==> config.mk <==
export PLATFORM = sky130hd
export DESIGN_NAME = tdm_demux
export DESIGN_NICKNAME = d
export VERILOG_FILES = /design/src/rtl/tdm_pkg.sv /design/src/rtl/tdm_slot_ctr.sv /design/src/rtl/tdm_demux.sv
export SDC_FILE = /design/constraint.sdc
export NUM_CORES = 1
export LEC_CHECK = 0
export ABC_AREA = 1
export CORE_ASPECT_RATIO = 0.75
export CORE_UTILIZATION = 50
export DETAILED_ROUTE_END_ITERATION = 7
export PLACE_DENSITY = 0.75
export SLEW_MARGIN = 20
export SYNTH_ARGS = -nofsm -noshare
export SYNTH_HDL_FRONTEND = slang
export SYNTH_SLANG_ARGS = --single-unit
==> constraint.sdc <==
create_clock -name clk -period 2.1 [get_ports clk]
set_input_delay 0.21 -clock clk [delete_from_list [all_inputs] [get_ports clk]]
set_output_delay 0.21 -clock clk [all_outputs]
set_load 0.1 [all_outputs]
==> src/rtl/tdm_pkg.sv <==
// Shared constants and types for the TDM serial-to-parallel demultiplexer.
// Optional feature macro: TDM_DEMUX_PARITY_EN (adds a trailing even-parity slot).
package tdm_pkg;

    // Slots per frame: data lanes, plus one parity slot when enabled.
    function automatic int unsigned tdm_slot_count(input int unsigned n);
`ifdef TDM_DEMUX_PARITY_EN
        return n + 1;
`else
        return n;
`endif
    endfunction

    // Width of the slot index for a given lane count.
    function automatic int unsigned tdm_slot_w(input int unsigned n);
        return $clog2(tdm_slot_count(n));
    endfunction

    localparam int unsigned TDM_N     = 8;
    localparam int unsigned TDM_SLOTS = tdm_slot_count(TDM_N);
    localparam int unsigned TDM_SELW  = tdm_slot_w(TDM_N);

    typedef enum logic [0:0] {
        IDLE = 1'b0,
        RUN  = 1'b1
    } tdm_state_t;

endpackage

==> src/rtl/tdm_slot_ctr.sv <==
// Slot counter: enable, synchronous load-to-1, explicit wrap at LAST, terminal-count flag.
module tdm_slot_ctr #(
    parameter int unsigned W    = 3,
    parameter int unsigned LAST = 7
) (
    input  logic         clk,
    input  logic         rst_n,
    input  logic         en,
    input  logic         load1,
    output logic [W-1:0] cnt,
    output logic         tc_c
);

    // Terminal count: the slot that completes the frame.
    always_comb begin
        tc_c = (cnt == W'(LAST));
    end

    // Count register; load has priority so a restarted frame lands on slot 1.
    always_ff @(posedge clk or negedge rst_n) begin
        if (!rst_n) begin
            cnt <= '0;
        end else if (load1) begin
            cnt <= W'(1);
        end else if (en) begin
            cnt <= tc_c ? '0 : cnt + W'(1);
        end
    end

endmodule

==> src/rtl/tdm_demux.sv <==
// Serial-to-parallel TDM demultiplexer: steers one bit per valid cycle into its lane,
// delivers the completed word and flags early frame starts.
// Optional feature macro: TDM_DEMUX_PARITY_EN (extra even-parity slot, par_err pulse).
module tdm_demux
    import tdm_pkg::*;
#(
    parameter int unsigned N    = TDM_N,
    parameter int unsigned SELW = tdm_slot_w(N)
) (
    input  logic            clk,
    input  logic            rst_n,
    input  logic            din,
    input  logic            din_valid,
    input  logic            frame_start,
    output logic [N-1:0]    out,
    output logic            out_valid,
    output logic [SELW-1:0] slot,
    output logic            frame_err,
    output logic            par_err
);

    localparam int unsigned SLOTS = tdm_slot_count(N);

    tdm_state_t   state, state_nxt;
    logic [N-1:0] shadow, shadow_nxt;
    logic [N-1:0] out_nxt;
    logic         out_valid_nxt;
    logic         frame_err_nxt;
    logic         ctr_en;
    logic         ctr_load;
    logic         slot_tc_c;
`ifdef TDM_DEMUX_PARITY_EN
    logic         par_err_nxt;
`endif

    tdm_slot_ctr #(
        .W    (SELW),
        .LAST (SLOTS - 1)
    ) u_slot_ctr (
        .clk   (clk),
        .rst_n (rst_n),
        .en    (ctr_en),
        .load1 (ctr_load),
        .cnt   (slot),
        .tc_c  (slot_tc_c)
    );

    // State and shadow registers.
    always_ff @(posedge clk or negedge rst_n) begin
        if (!rst_n) begin
            state  <= IDLE;
            shadow <= '0;
        end else begin
            state  <= state_nxt;
            shadow <= shadow_nxt;
        end
    end

    // Next-state, shadow update and output next values.
    always_comb begin
        state_nxt     = state;
        shadow_nxt    = shadow;
        out_nxt       = out;
        out_valid_nxt = 1'b0;
        frame_err_nxt = 1'b0;
        ctr_en        = 1'b0;
        ctr_load      = 1'b0;
`ifdef TDM_DEMUX_PARITY_EN
        par_err_nxt   = 1'b0;
`endif
        case (state)
            IDLE: begin
                if (din_valid && frame_start) begin
                    shadow_nxt    = '0;
                    shadow_nxt[0] = din;
                    ctr_load      = 1'b1;
                    state_nxt     = RUN;
                end
            end
            RUN: begin
                if (din_valid) begin
                    if (frame_start) begin
                        // Slot is never 0 in RUN, so any mark here is early.
                        frame_err_nxt = 1'b1;
                        shadow_nxt    = '0;
                        shadow_nxt[0] = din;
                        ctr_load      = 1'b1;
                    end else begin
                        ctr_en = 1'b1;
                        for (int unsigned i = 0; i < N; i++) begin
                            if (slot == SELW'(i)) begin
                                shadow_nxt[i] = din;
                            end
                        end
                        if (slot_tc_c) begin
                            out_nxt       = shadow_nxt;
                            out_valid_nxt = 1'b1;
                            state_nxt     = IDLE;
`ifdef TDM_DEMUX_PARITY_EN
                            par_err_nxt   = (^shadow) ^ din;
`endif
                        end
                    end
                end
            end
            default: state_nxt = IDLE;
        endcase
    end

    // Registered outputs; out holds between frames.
    always_ff @(posedge clk or negedge rst_n) begin
        if (!rst_n) begin
            out       <= '0;
            out_valid <= 1'b0;
            frame_err <= 1'b0;
        end else begin
            out       <= out_nxt;
            out_valid <= out_valid_nxt;
            frame_err <= frame_err_nxt;
        end
    end

`ifdef TDM_DEMUX_PARITY_EN
    // Parity error pulse, aligned with out_valid.
    always_ff @(posedge clk or negedge rst_n) begin
        if (!rst_n) begin
            par_err <= 1'b0;
        end else begin
            par_err <= par_err_nxt;
        end
    end
`else
    assign par_err = 1'b0;
`endif

endmodule

==> results of run 1 <==
-- metal layers --
| layer | up-vias | global-route usage, % |
|---|---|---|
| li1 | 459 | - |
| met1 | 415 | 29.4 |
| met2 | 31 | 30.0 |
| met3 | 2 | 6.48 |
| met4 | 0 | 4.39 |
| met5 | - | 0 |
-- kinds of logic (layout without fill, tap and decap cells) --
family	Yosys count	in the layout
other	1	1
and+or+nand+nor	75	75
buffers and inverters	17	37
AOI/OAI and AO/OA	12	12
DFF	22	22
adders and majority gates	7	7
-- worst register-to-register path: stages, from the launching register on --
cell     delay (ns)
dfrtp_1        0.48
ha_1           0.25
ha_1           0.19
nand3_1        0.09
nor2_2         0.33
inv_1          0.23
nand2_1        0.11
nand2_1        0.05
-- through the flow --
stage	setup slack [ns]	util, %	area (um2)
floorplan	0.0893	-	1090
global placement	0.383	61.5	1250
detailed placement	0.296	61.5	1250
CTS	0.276	64.0	1300
global route	0.0818	64.0	1300
finish	0.268	64.0	1300
-- final cells by class --
type,instances,area [um2]
clock buffers,3,22.5
clock inverters,1,30.0
well taps,24,30.0
fillers,179,731
inverters,15,56.3
repair buffers,18,145
flip-flops and latches,22,551
multi-input cells,95,467
-- Yosys cell counts --
| cell type | n | area (um2) |
|---|---|---|
| dfrtp_1 | 22 | 551 |
| buf_6 | 1 | 11.3 |
| inv_1 | 14 | 52.6 |
| nand2_2 | 2 | 12.5 |
| o22ai_1 | 1 | 6.26 |
| conb_1 | 1 | 3.75 |
| buf_4 | 1 | 7.51 |
| nor2_2 | 1 | 6.26 |
| ha_1 | 7 | 87.6 |
| nand3_1 | 14 | 70.1 |
| a21oi_1 | 1 | 5.00 |
| o21ai_0 | 10 | 50.1 |
| nor2_1 | 5 | 18.8 |
| inv_2 | 1 | 3.75 |
| nand2_1 | 52 | 195 |
| nor2_4 | 1 | 11.3 |
-- worst max-delay path by stage --
stage | start | endpoint | slack (ns)
4_1_cts | u_slot_ctr.cnt[0] | out[0] | 0.28
3_5_place_dp | u_slot_ctr.cnt[0] | out[0] | 0.30
2_1_floorplan | u_slot_ctr.cnt[0] | out[1] | 0.09
5_1_grt | u_slot_ctr.cnt[0] | out[0] | 0.08
3_3_place_gp | u_slot_ctr.cnt[0] | out[3] | 0.38
6_report | u_slot_ctr.cnt[0] | out[0] | 0.27
-- power by group through the flow --
stage	combinational (mW)	sequential (mW)	clock (mW)
detailed placement	0.395	0.500	0
finish	0.396	0.491	0.326
global placement	0.391	0.498	0
CTS	0.397	0.491	0.333
global route	0.424	0.496	0.352
floorplan	0.115	0.685	0
-- state kept, by name, indices dropped and copies added (netlist names) --
signal / cells
out: 8
shadow: 8
u_slot_ctr.cnt: 3
frame_err: 1
out_valid: 1
state: 1
-- cell usage in the layout (no fill, tap or decap) --
cell type,netlist,final
dfrtp_1,22,22
conb_1,1,1
ha_1,7,7
nor2_1,5,5
nand2_2,2,2
nor2_4,1,1
o21ai_0,10,10
a21oi_1,1,1
nand2_1,52,52
buf_4,1,14
o22ai_1,1,1
clkdlybuf4s50_1,0,4
bufinv_16,0,1
inv_1,14,14
nand3_1,14,14
inv_2,1,1
nor2_2,1,1
clkbuf_4,0,3
==> run_results.csv, run 1 <==
group,metric,value,unit
synth,yosysWarnings,0,
route,drcViolationCount,0,
synth,synth_mux_area_share,0,%
synth,synth_fa_ha_area_share,8.02,%
synth,synth_compound_area_share,5.61,%
setup_path,worstPathArrival,2.05,ns
final_layout,syn_to_final_growth,19.1,%
cts,cts_buffers,3,
setup_path,critPathSlowestCell,"dfrtp_1",
global_route,overflow,0,
power_and_ir_drop,p_total,1.21,mW
power_and_ir_drop,power.leakage,0.720,nW
setup_path,rrSetupSlack,0.27,ns
final_layout,final_cells,178,
setup_path,crit_type,"flop to flop",
place,dp_cells,174,
timing,drv_slew,0,
synth,yosysSeqAreaShare,50.4,%
synth,ys_ff_latch,22,
cts,cts-root-buf,"clkbuf_4",
floorplan,rows,14,
synth,syn_area,0.00109,mm2
global_route,grt_max_degree,23,
global_route,antenna_found_initial,0,
power_and_ir_drop,p_sw_share,39.0,%
timing,whs,0.232,ns
route,routed.top_layer,"met4",
route,ant_nets,0,
synth,synth-simple-area-share,28.8,%
floorplan,core_area,0.00203,mm2
setup_path,cp.required,2.32,ns
power_and_ir_drop,pwr-share-comb,32.6,%
setup_path,critPathMaxFanout,11,
route,drt-initial-drc-count,20,
power_and_ir_drop,powerDensity,933,mW/mm2
route,wl_met2,910,um
floorplan,chipHeight,42.5,um
route,met3WireLength,135,um
worst_hold_path,hp-class,"input pin to asynchronous set/reset pin",
place,place.gp.congestion,0.782,
synth,syn_area_per_cell,8.15,um2
setup_path,worstRegToRegCells,7,
timing,max_freq,546,MHz
cts,clk_pin_slew,0.13,ns
route,post_drt_via_cell_ratio,5.10,
power_and_ir_drop,seqPwrFrac,40.5,%
power_and_ir_drop,irDropWorstVdd,0.749,mV
setup_path,path_delay_family,"simple AND/OR/NAND/NOR gates",
synth,synth-xor-area-share,0,%
run_status,outcome,"finished clean",
power_and_ir_drop,clock_power_share,26.9,%
floorplan,ios,19,
route,post_drt_wl_per_cell,12.0,um
setup_path,slowest_delay,0.48,ns
synth,synth_top_family_by_area,"simple AND/OR/NAND/NOR gates",
global_route,grt_pass1_vias,771,
timing,final.setup.tns,0,ns
timing,rsz0062_at_grt,"false",
final_layout,final_nets,167,
setup_path,worstSetupEndpointType,"flop",
global_route,grt_pass1_wl,3.65,mm
cts,cts.sinks,22,
synth,ys_types,16,
setup_path,path_buf_inv,1,
timing,min_period_over_period,87.2,%
timing,setup_violations,0,
timing,hold_violations,0,
cts,cts_tree,"done",
floorplan,dieArea,0.00238,mm2
final_layout,antennaDiodeCount,0,
setup_path,path_depth,7,
timing,period_needed,1.83,ns
final_layout,drive_gt1_share,14.9,%
route,met1_length,1.07,mm
global_route,grt_usage,20.3,%
setup_path,r2r_start,"u_slot_ctr.cnt[0]",
power_and_ir_drop,net-switching-power,0.473,mW
cts,clock_latency,0.31,ns
cts,htreeDepth,1,
setup_path,r2r-end,"out[0]",
cts,cts_buffer_depth,2,
route,routed_wl,2.13,mm
synth,netlist_instances,134,
timing,finalClockSkew,0.00320,ns
job,maxCapViolCount,0,
route,firstDrtPassIters,4,
floorplan,initial_utilization,53.8,%
power_and_ir_drop,p_int,0.741,mW
cts,cts_resized,0,
route,vias,907,
floorplan,chipWidth,56.0,um
cts,postCtsSetupBuffers,0,
cts,hold_buffers,0,
setup_path,crit_chain,"ha_1 -> ha_1 -> nand3_1 -> nor2_2 -> inv_1 -> nand2_1 -> nand2_1",
place,hpwl,1.59,mm
place,io_buffer_count,17,
synth,synthesis.nets,146,
setup_path,start_kind,"flop",
No activity file was read; power rests on OpenSTA's default activity.
==> inputs of run 2 (changes only) <==
--- a/config.mk
+++ b/config.mk
@@ -14,3 +14,4 @@
 export SYNTH_ARGS = -nofsm -noshare
 export SYNTH_HDL_FRONTEND = slang
 export SYNTH_SLANG_ARGS = --single-unit
+export TNS_END_PERCENT = 30
==> results of run 2 <==
Final layout, timing and power as in run 1 (identical DEF).
==> inputs of run 3 (changes only) <==
--- a/config.mk
+++ b/config.mk
@@ -5,11 +5,11 @@
 export SDC_FILE = /design/constraint.sdc
 export NUM_CORES = 1
 export LEC_CHECK = 0
-export ABC_AREA = 1
 export CORE_ASPECT_RATIO = 0.75
 export CORE_UTILIZATION = 50
 export DETAILED_ROUTE_END_ITERATION = 7
 export PLACE_DENSITY = 0.75
+export SETUP_SLACK_MARGIN = 0.3
 export SLEW_MARGIN = 20
 export SYNTH_ARGS = -nofsm -noshare
 export SYNTH_HDL_FRONTEND = slang
==> run 3 against run 2 <==
First-iteration DRC count down 45%. Die area down 0.23%. Power up 13%. Register-to-register slack better by 0.29 ns. Clock power about the same. Final area up 1.2%.
==> run_results.csv, run 3 <==
group,metric,value,unit
cts,clk_pin_slew,0.13,ns
floorplan,initial_utilization,53.6,%
synth,synthesis.nets,110,
synth,synth_common_cells,"dfrtp_1 (22), o21ai_1 (16), nand2_1 (9)",
final_layout,final_nets,130,
timing,drv_slew,0,
timing,setup_violations,0,
setup_path,worstRegToRegCells,3,
route,post_drt_via_cell_ratio,5.19,
final_layout,antennaDiodeCount,0,
floorplan,chipWidth,55.9,um
synth,ys_types,26,
route,ant_nets,0,
synth,synth_most_common_cell,"dfrtp_1",
timing,period_needed,1.61,ns
floorplan,dieArea,0.00237,mm2
final_layout,final_core_utilization,64.8,%
timing,max_freq,620,MHz
worst_hold_path,hp-class,"input pin to asynchronous set/reset pin",
synth,syn_area_per_cell,11.1,um2
synth,netlist_instances,98,
job,maxCapViolCount,0,
setup_path,r2r-end,"shadow[3]",
setup_path,crit_end,"shadow[3]",
synth,synth_top_area_share,50.5,%
setup_path,rrSetupSlack,0.56,ns
setup_path,crit_type,"input pin to flop",
power_and_ir_drop,powerDensity,1040,mW/mm2
synth,synthTopCellsByArea,"dfrtp_1 (51%), ha_1 (8.0%), mux2i_1 (7.3%), o21ai_1 (7.3%), a22o_1 (6.4%)",
setup_path,cp-startpoint,"din_valid",
cts,hold_buffers,0,
power_and_ir_drop,power.leakage,0.652,nW
synth,yosysSeqAreaShare,50.5,%
synth,yosys.area.top_type,"dfrtp_1",
route,post_drt_wl_per_cell,13.6,um
cts,cts_buffer_depth,2,
timing,min_period_over_period,76.9,%
route,drcViolationCount,0,
synth,ys_dominant_reg_cell,"dfrtp_1",
cts,cts_buffers,3,
global_route,overflow,0,
cts,cts_tree,"done",
final_layout,largestRegisters,"out: 8 flops, shadow: 8 flops, u_slot_ctr.cnt: 3 flops",
global_route,grt_max_degree,18,
synth,synth_edf_count,0,
final_layout,final_common_cell,"dfrtp_1",
timing,rsz0062_at_grt,"false",
timing,final.setup.tns,0,ns
floorplan,chipHeight,42.4,um
synth,syn_area,0.00109,mm2
cts,cts.sinks,22,
place,place.gp.congestion,0.740,
setup_path,start_kind,"input pin",
cts,clock_latency,0.32,ns
final_layout,final.fill_count,171,
timing,tightestPinTransition,0.741,ns
setup_path,worstPathArrival,1.87,ns
synth,ys_ff_latch,22,
final_layout,syn_to_final_growth,20.9,%
route,firstDrtPassIters,4,
floorplan,ios,19,
route,vias,732,
floorplan,core_area,0.00203,mm2
setup_path,cp.required,2.36,ns
setup_path,r2r_start,"state",
timing,slew_headroom,50.4,%
cts,htreeDepth,1,
synth,yosysWarnings,0,
route,drt-initial-drc-count,11,
place,io_buffer_count,17,
power_and_ir_drop,irDropWorstVdd,1.09,mV
place,hpwl,1.38,mm
global_route,grt_pass1_wl,3.45,mm
synth,ys_async_sr_fraction,100,%
run_status,outcome,"finished clean",
setup_path,worstSetupEndpointType,"flop",
global_route,grt_pass1_vias,718,
global_route,grt_usage,19.4,%
cts,cts-root-buf,"clkbuf_4",
power_and_ir_drop,p_total,1.37,mW
timing,hold_violations,0,
setup_path,critPathMaxFanout,11,
floorplan,rows,14,
final_layout,drive_gt1_share,23.1,%
timing,finalClockSkew,0.0110,ns
route,routed_wl,1.91,mm
final_layout,most-common-layout-cells,"dfrtp_1 (19), o21ai_1 (16), buf_4 (15)",
global_route,antenna_found_initial,0,
run 3: cell count changes in the layout (fill, tap and decap cells not counted), moves of 2 or more:
cell     change
inv_1        -9
a22o_1       +8
dfrtp_1      -3
dfrtp_4      +2
o21ai_0     -10
mux2i_1      +8
and2_1       +3
nand2_2      -2
nand2_1     -43
nand3_1     -14
o21ai_1     +16
nor2_1       -4
nor2b_1      +2
run 3: cell families (layout without fill, tap and decap cells):
group / count (synthesis) / count (layout) / synth area share, %
AOI/OAI and AO/OA: 28 / 28 / 17.5
DFF: 22 / 22 / 50.5
and+or+nand+nor: 21 / 21 / 10.9
buffers and inverters: 10 / 29 / 4.36
muxes: 9 / 9 / 8.38
adders and majority gates: 7 / 7 / 8.04
other: 1 / 1 / 0.344
run 3: timing repair:
action | in CTS | in global routing
setup endpoints to repair | 0 | 8
gates resized for setup | 0 | 1
setup buffers | 0 | 0
run 3: through the flow:
step | hold slack [ns] | setup slack (ns) | cells | instance area (um2)
6_report | 0.312 | 0.486 | 141 | 1320
5_1_grt | 0.372 | 0.407 | 141 | 1320
4_1_cts | 0.337 | 0.398 | 141 | 1310
3_5_place_dp | 0.477 | 0.256 | 137 | 1260
3_3_place_gp | 0.468 | 0.349 | 137 | 1260
2_1_floorplan | -0.0856 | 0.381 | 98 | 1100
run 3: routing by layer:
metal	track usage [%]	routed length, um
met1	26.6	1040
met2	28.9	778
met3	7.41	92
met4	5.85	0
met5	0	0
run 3: area by class of cell:
cell class | count | area [um2] | share of cell area, %
Tap cell | 24 | 30.0 | 2.28
Multi-Input combinational cell | 66 | 500 | 38.0
Sequential cell | 22 | 559 | 42.5
Timing Repair Buffer | 19 | 153 | 11.6
Inverter | 6 | 22.5 | 1.71
Clock buffer | 3 | 22.5 | 1.71
Clock inverter | 1 | 30.0 | 2.28
run 3: how the worst min path moves through the flow:
stage,start,endpoint,depth (start not counted)
final,rst_n,out_valid,1
after global routing,rst_n,out[6],1
after CTS,rst_n,out_valid,1
after detailed placement,out[2],out[2],2
after global placement,out[2],out[2],2
after floorplan,rst_n,frame_err,0
run 3: power by group:
part	switching (mW)	internal [mW]	leakage, nW
sequential	0.0475	0.478	0.289
combinational	0.383	0.138	0.335
clock	0.134	0.193	0.0279
run 3: critical path, cell delays in order:
cell and delay [ns]:
clkdlybuf4s50_1 0.63, nand3b_1 0.43, nor2_2 0.40, a22o_1 0.19
==> RTL edit 1: new RTL, settings of run 2 <==
Change the package constant `TDM_N` from 8 to 9.
--- a/src/rtl/tdm_pkg.sv
+++ b/src/rtl/tdm_pkg.sv
@@ -16,7 +16,7 @@
         return $clog2(tdm_slot_count(n));
     endfunction
 
-    localparam int unsigned TDM_N     = 8;
+    localparam int unsigned TDM_N     = 9;
     localparam int unsigned TDM_SLOTS = tdm_slot_count(TDM_N);
     localparam int unsigned TDM_SELW  = tdm_slot_w(TDM_N);
 
Ports: changed (resized out and slot); port bits go from 19 to 21. The function was not compared with the original's and may differ.
==> RTL edit 1 against run 2 <==
Wire length is 12% higher. Total power is 9.0% lower. Sequential cell count up 3. Critical path type unchanged. Synthesized cell count up 15%. Worst setup slack better by 0.22 ns. Non-clock buffer count increased by 3. Cell area is 10% higher. Critical path depth did not move. Highest routed layer unchanged. Largest power group unchanged. Combinational power decreased by 12%. Synthesized area up 12%.
==> RTL edit 1: results <==
{
  "synth_area_leaders": "dfrtp_1 51%, nand2_1 20%, nand3_1 7.8%",
  "ys_warn_count": 0,
  "grt_pass1_vias": 894,
  "reg.largest.list": "out (9), shadow (9), u_slot_ctr.cnt (4)",
  "fillCellCount": 232,
  "synth_fp_nets": 164,
  "vias": 1047,
  "hold_buffers": 0,
  "status": "finished, final reports clean",
  "drt_iter0_drc": 29,
  "firstDrtPassIters": 5,
  "fin_worst_skew_ns": 0.00423,
  "critPathMaxFanout": 9,
  "yosysSeqAreaShare_pct": 51.0,
  "hold_class": "in -> async",
  "nNetsFinal": 187,
  "place_hpwl_mm": 1.72,
  "wirelength_mm": 2.38,
  "power.static_leakage_nw": 0.771,
  "grt_max_degree": 26,
  "p_int_uw": 666,
  "synth_cell_types": 17,
  "worstPathArrival_ns": 1.85,
  "place_congestion": 0.894,
  "max-vdd-ir-drop_mv": 0.540,
  "grt_first_pass_wirelength_mm": 3.84,
  "port_buffers": 19,
  "layout-drive-gt1-share_pct": 14.2,
  "yosys-top-cells-count": "66 x nand2_1, 25 x dfrtp_1, 19 x nand3_1, 12 x inv_1, 11 x o21ai_0",
  "grt.total_usage_pct": 19.8,
  "clkLatencyLatePin_ns": 0.33
}
-- RTL edit 1: cell types whose count changed in the layout (fill, tap and decap cells not counted), moves of 2 or more --
cell	before	now
nand2_2	2	0
dfrtp_1	22	25
nor2_1	5	3
ha_1	7	5
nand3_1	14	19
nand2_1	52	66
inv_1	14	12
buf_4	14	17
-- RTL edit 1: metal layers --
metal / up-vias / GRT usage [%] / wire [microns]
li1: 530 / - / -
met1: 488 / 26.3 / 1210
met2: 25 / 31.5 / 1060
met3: 4 / 6.02 / 95
met4: 0 / 5.71 / 24
met5: - / 0 / 0
-- RTL edit 1: path summary, 6_finish.rpt --
path                                         from                 to  slack [ns]  cells after the start
worst max register to register  u_slot_ctr.cnt[0]             out[6]        0.49                      7
worst min-delay path                        rst_n  u_slot_ctr.cnt[3]        0.23                      2
worst max-delay path            u_slot_ctr.cnt[0]             out[6]        0.49                      7
min in group clk                           out[0]             out[0]        0.49                      2
worst min register to register             out[0]             out[0]        0.49                      2
max in group asynchronous                   rst_n          shadow[0]        1.64                      2
-- RTL edit 1: worst max-delay path, cell delays in order, from the launching register on --
cell and delay (ns):
dfrtp_1 0.46, inv_1 0.17, ha_1 0.19, nand3_1 0.09
nor2_2 0.31, inv_2 0.16, nand2_1 0.10, nand2_1 0.05
-- RTL edit 1: final cells by class --
type | instances | area share (%)
clock buffers | 3 | 1.57
clock inverters | 1 | 0.348
inverters | 14 | 3.66
multi-input cells | 112 | 36.3
flip-flops and latches | 25 | 43.5
well taps | 34 | 2.96
repair buffers | 21 | 11.7
-- RTL edit 1: cells by family (layout without fill, tap and decap cells) --
family,after synthesis,after routing,synth area share [%]
other,1,1,0.306
xor gates and xnor gates,1,1,0.714
buffers and inverters,17,39,6.43
AOI/OAI and AO/OA,14,14,6.02
DFF,25,25,51.0
and+or+nand+nor,91,91,30.4
adders and majority gates,5,5,5.10
-- RTL edit 1: per-stage QoR --
stage / setup WS (ns) / instances / total power [mW] / area [sq um]
after floorplan: 0.0811 / 154 / 0.818 / 1230
after CTS: 0.489 / 210 / 1.11 / 1440
after global placement: 0.571 / 206 / 0.892 / 1410
final: 0.489 / 210 / 1.10 / 1440
after global routing: 0.312 / 210 / 1.16 / 1440
after detailed placement: 0.499 / 206 / 0.897 / 1410
-- RTL edit 1: power by group through the flow --
stage / Sequential [mW] / Combinational, mW / Clock [mW]
6_report: 0.540 / 0.349 / 0.215
5_1_grt: 0.545 / 0.373 / 0.237
4_1_cts: 0.540 / 0.350 / 0.221
3_5_place_dp: 0.549 / 0.348 / 0
3_3_place_gp: 0.548 / 0.344 / 0
2_1_floorplan: 0.691 / 0.127 / 0
==> RTL edit 2: new RTL, config.mk and constraints of run 2 <==
Made on the original files. Register the inputs `din_valid` and `frame_start` before use, with the module's reset. The logic sees them one clock later. The other inputs are not delayed to match.
--- a/src/rtl/tdm_demux.sv
+++ b/src/rtl/tdm_demux.sv
@@ -20,6 +20,19 @@
 );
 
     localparam int unsigned SLOTS = tdm_slot_count(N);
+
+    logic din_valid_q;
+    logic frame_start_q;
+
+    always_ff @(posedge clk or negedge rst_n) begin
+        if (!rst_n) begin
+            din_valid_q   <= '0;
+            frame_start_q <= '0;
+        end else begin
+            din_valid_q   <= din_valid;
+            frame_start_q <= frame_start;
+        end
+    end
 
     tdm_state_t   state, state_nxt;
     logic [N-1:0] shadow, shadow_nxt;
@@ -70,7 +83,7 @@
 `endif
         case (state)
             IDLE: begin
-                if (din_valid && frame_start) begin
+                if (din_valid_q && frame_start_q) begin
                     shadow_nxt    = '0;
                     shadow_nxt[0] = din;
                     ctr_load      = 1'b1;
@@ -78,8 +91,8 @@
                 end
             end
             RUN: begin
-                if (din_valid) begin
-                    if (frame_start) begin
+                if (din_valid_q) begin
+                    if (frame_start_q) begin
                         // Slot is never 0 in RUN, so any mark here is early.
                         frame_err_nxt = 1'b1;
                         shadow_nxt    = '0;
Function: changed (a bounded check fails within 4 cycles, from zero or initial values and one cycle with rst_n low).
==> RTL edit 2 against run 2 <==
The run now ends with design-rule violations left. Total power decreased by 2.7%. Critical path depth unchanged. Sequential cell count increased by 2. Cell area increased by 1.5%. Hold slack improved by 0.0032 ns. Worst setup slack improved by 0.40 ns. Synthesized area increased by 3.9%. Sequential share of layout area increased by 3.1 points. Sequential power increased by 9.6%. Via count decreased by 0.66%. Wire length increased by 3.5%. Critical path type unchanged. Largest cell class unchanged.
==> RTL edit 2: results <==
{
  "status": "finished with violations",
  "violations": "design-rule violations",
  "clkTransAtPathRegs_ns": 0.12,
  "firstDrtPassIters": 6,
  "crit_path_end": "out[3]",
  "grt_max_degree": 25,
  "drt-met1-wl_mm": 1.06,
  "place_congestion": 0.868,
  "antenna_found_initial": 0,
  "wirelength_mm": 2.21,
  "power.static_leakage_nw": 0.683,
  "yosysSeqAreaShare_pct": 52.9,
  "slowest_delay_ns": 0.44,
  "fillCellCount": 200,
  "worstPathArrival_ns": 1.69,
  "grt_first_pass_wirelength_mm": 3.62,
  "synth_area_leaders": "dfrtp_1 53%, nand2_1 17%, ha_1 7.7%",
  "drt_iter0_drc": 26,
  "crit_type": "reg -> reg",
  "place_hpwl_mm": 1.65,
  "critPathMaxFanout": 8,
  "wl_met2_mm": 1.01,
  "nNetsFinal": 168,
  "drc_errors": 2,
  "grt.total_usage_pct": 20.4,
  "max-vdd-ir-drop_mv": 0.558,
  "grt_pass1_vias": 775,
  "cts_buffers": 3,
  "wl_met3_microns": 105,
  "fin_worst_skew_ns": 0.00266,
  "regToRegSetupSlack_ns": 0.66,
  "yosys-top-cells-count": "52 x nand2_1, 24 x dfrtp_1, 15 x inv_1, 13 x nand3_1, 12 x o21ai_0",
  "vias_per_cell": 5.06
}
==> RTL edit 2: changes by cell type after synthesis, sizes merged <==
cell	run 2	this run
o21ai	10	12
inv	15	16
dfrtp	22	24
nor2	7	2
==> RTL edit 2: power breakdown <==
group          internal, mW  total (mW)  switching [mW]
Sequential            0.506       0.538          0.0320
Clock                0.0671       0.193           0.125
Combinational        0.0972       0.451           0.354
Total                 0.670        1.18           0.511
==> RTL edit 2: worst min path at each step <==
| stage | start | endpoint | slack, ns |
|---|---|---|---|
| global route | rst_n | shadow[7] | 0.24 |
| global placement | out[5] | out[5] | 0.46 |
| detailed placement | out[0] | out[0] | 0.46 |
| finish | rst_n | out[4] | 0.23 |
| CTS | rst_n | state | 0.24 |
| floorplan | rst_n | din_valid_q | -0.09 |
==> RTL edit 2: cells by family (layout without fill, tap and decap cells) <==
kind of cell	Yosys count	count (layout)	share of synthesized area, %
AO/OA/AOI/OAI	14	14	6.28
flip-flops	24	24	52.9
buffers and inverters	18	38	6.95
AND/OR/NAND/NOR	70	70	25.8
other	1	1	0.330
adder cells (fa/ha/maj)	7	7	7.72
==> RTL edit 2: worst max-delay path: cells and delay by family, from the launching register on <==
family | cells | cell delay [ns]
buf+inv | 2 | 0.26
fa+ha+maj | 2 | 0.47
flops | 1 | 0.44
simple gates | 3 | 0.20
==> RTL edit 2: final cells by class <==
type	count	area [sq um]	area share [%]
clock buffers	3	22.5	1.70
inverters	16	60.1	4.55
multi-input cells	92	455	34.5
flip-flops and latches	24	601	45.5
well taps	24	30.0	2.27
repair buffers	19	153	11.6
==> RTL edit 2: per-stage QoR <==
step	hold WS (ns)	std cells	utilization [%]	setup WS (ns)	instance area [sq um]
5_1_grt	0.245	178	63.9	0.522	1320
3_3_place_gp	0.457	175	62.8	0.735	1300
4_1_cts	0.237	178	63.9	0.656	1320
6_report	0.235	178	63.9	0.663	1320
2_1_floorplan	-0.0856	134	-	0.143	1130
3_5_place_dp	0.462	175	62.8	0.685	1300
==> RTL edit 2: per-layer routing <==
| metal | vias to the layer above | global-route usage [%] |
|---|---|---|
| met5 | - | 0 |
| li1 | 457 | - |
| met2 | 22 | 32.7 |
| met4 | 0 | 5.85 |
| met3 | 4 | 6.40 |
| met1 | 418 | 26.8 |
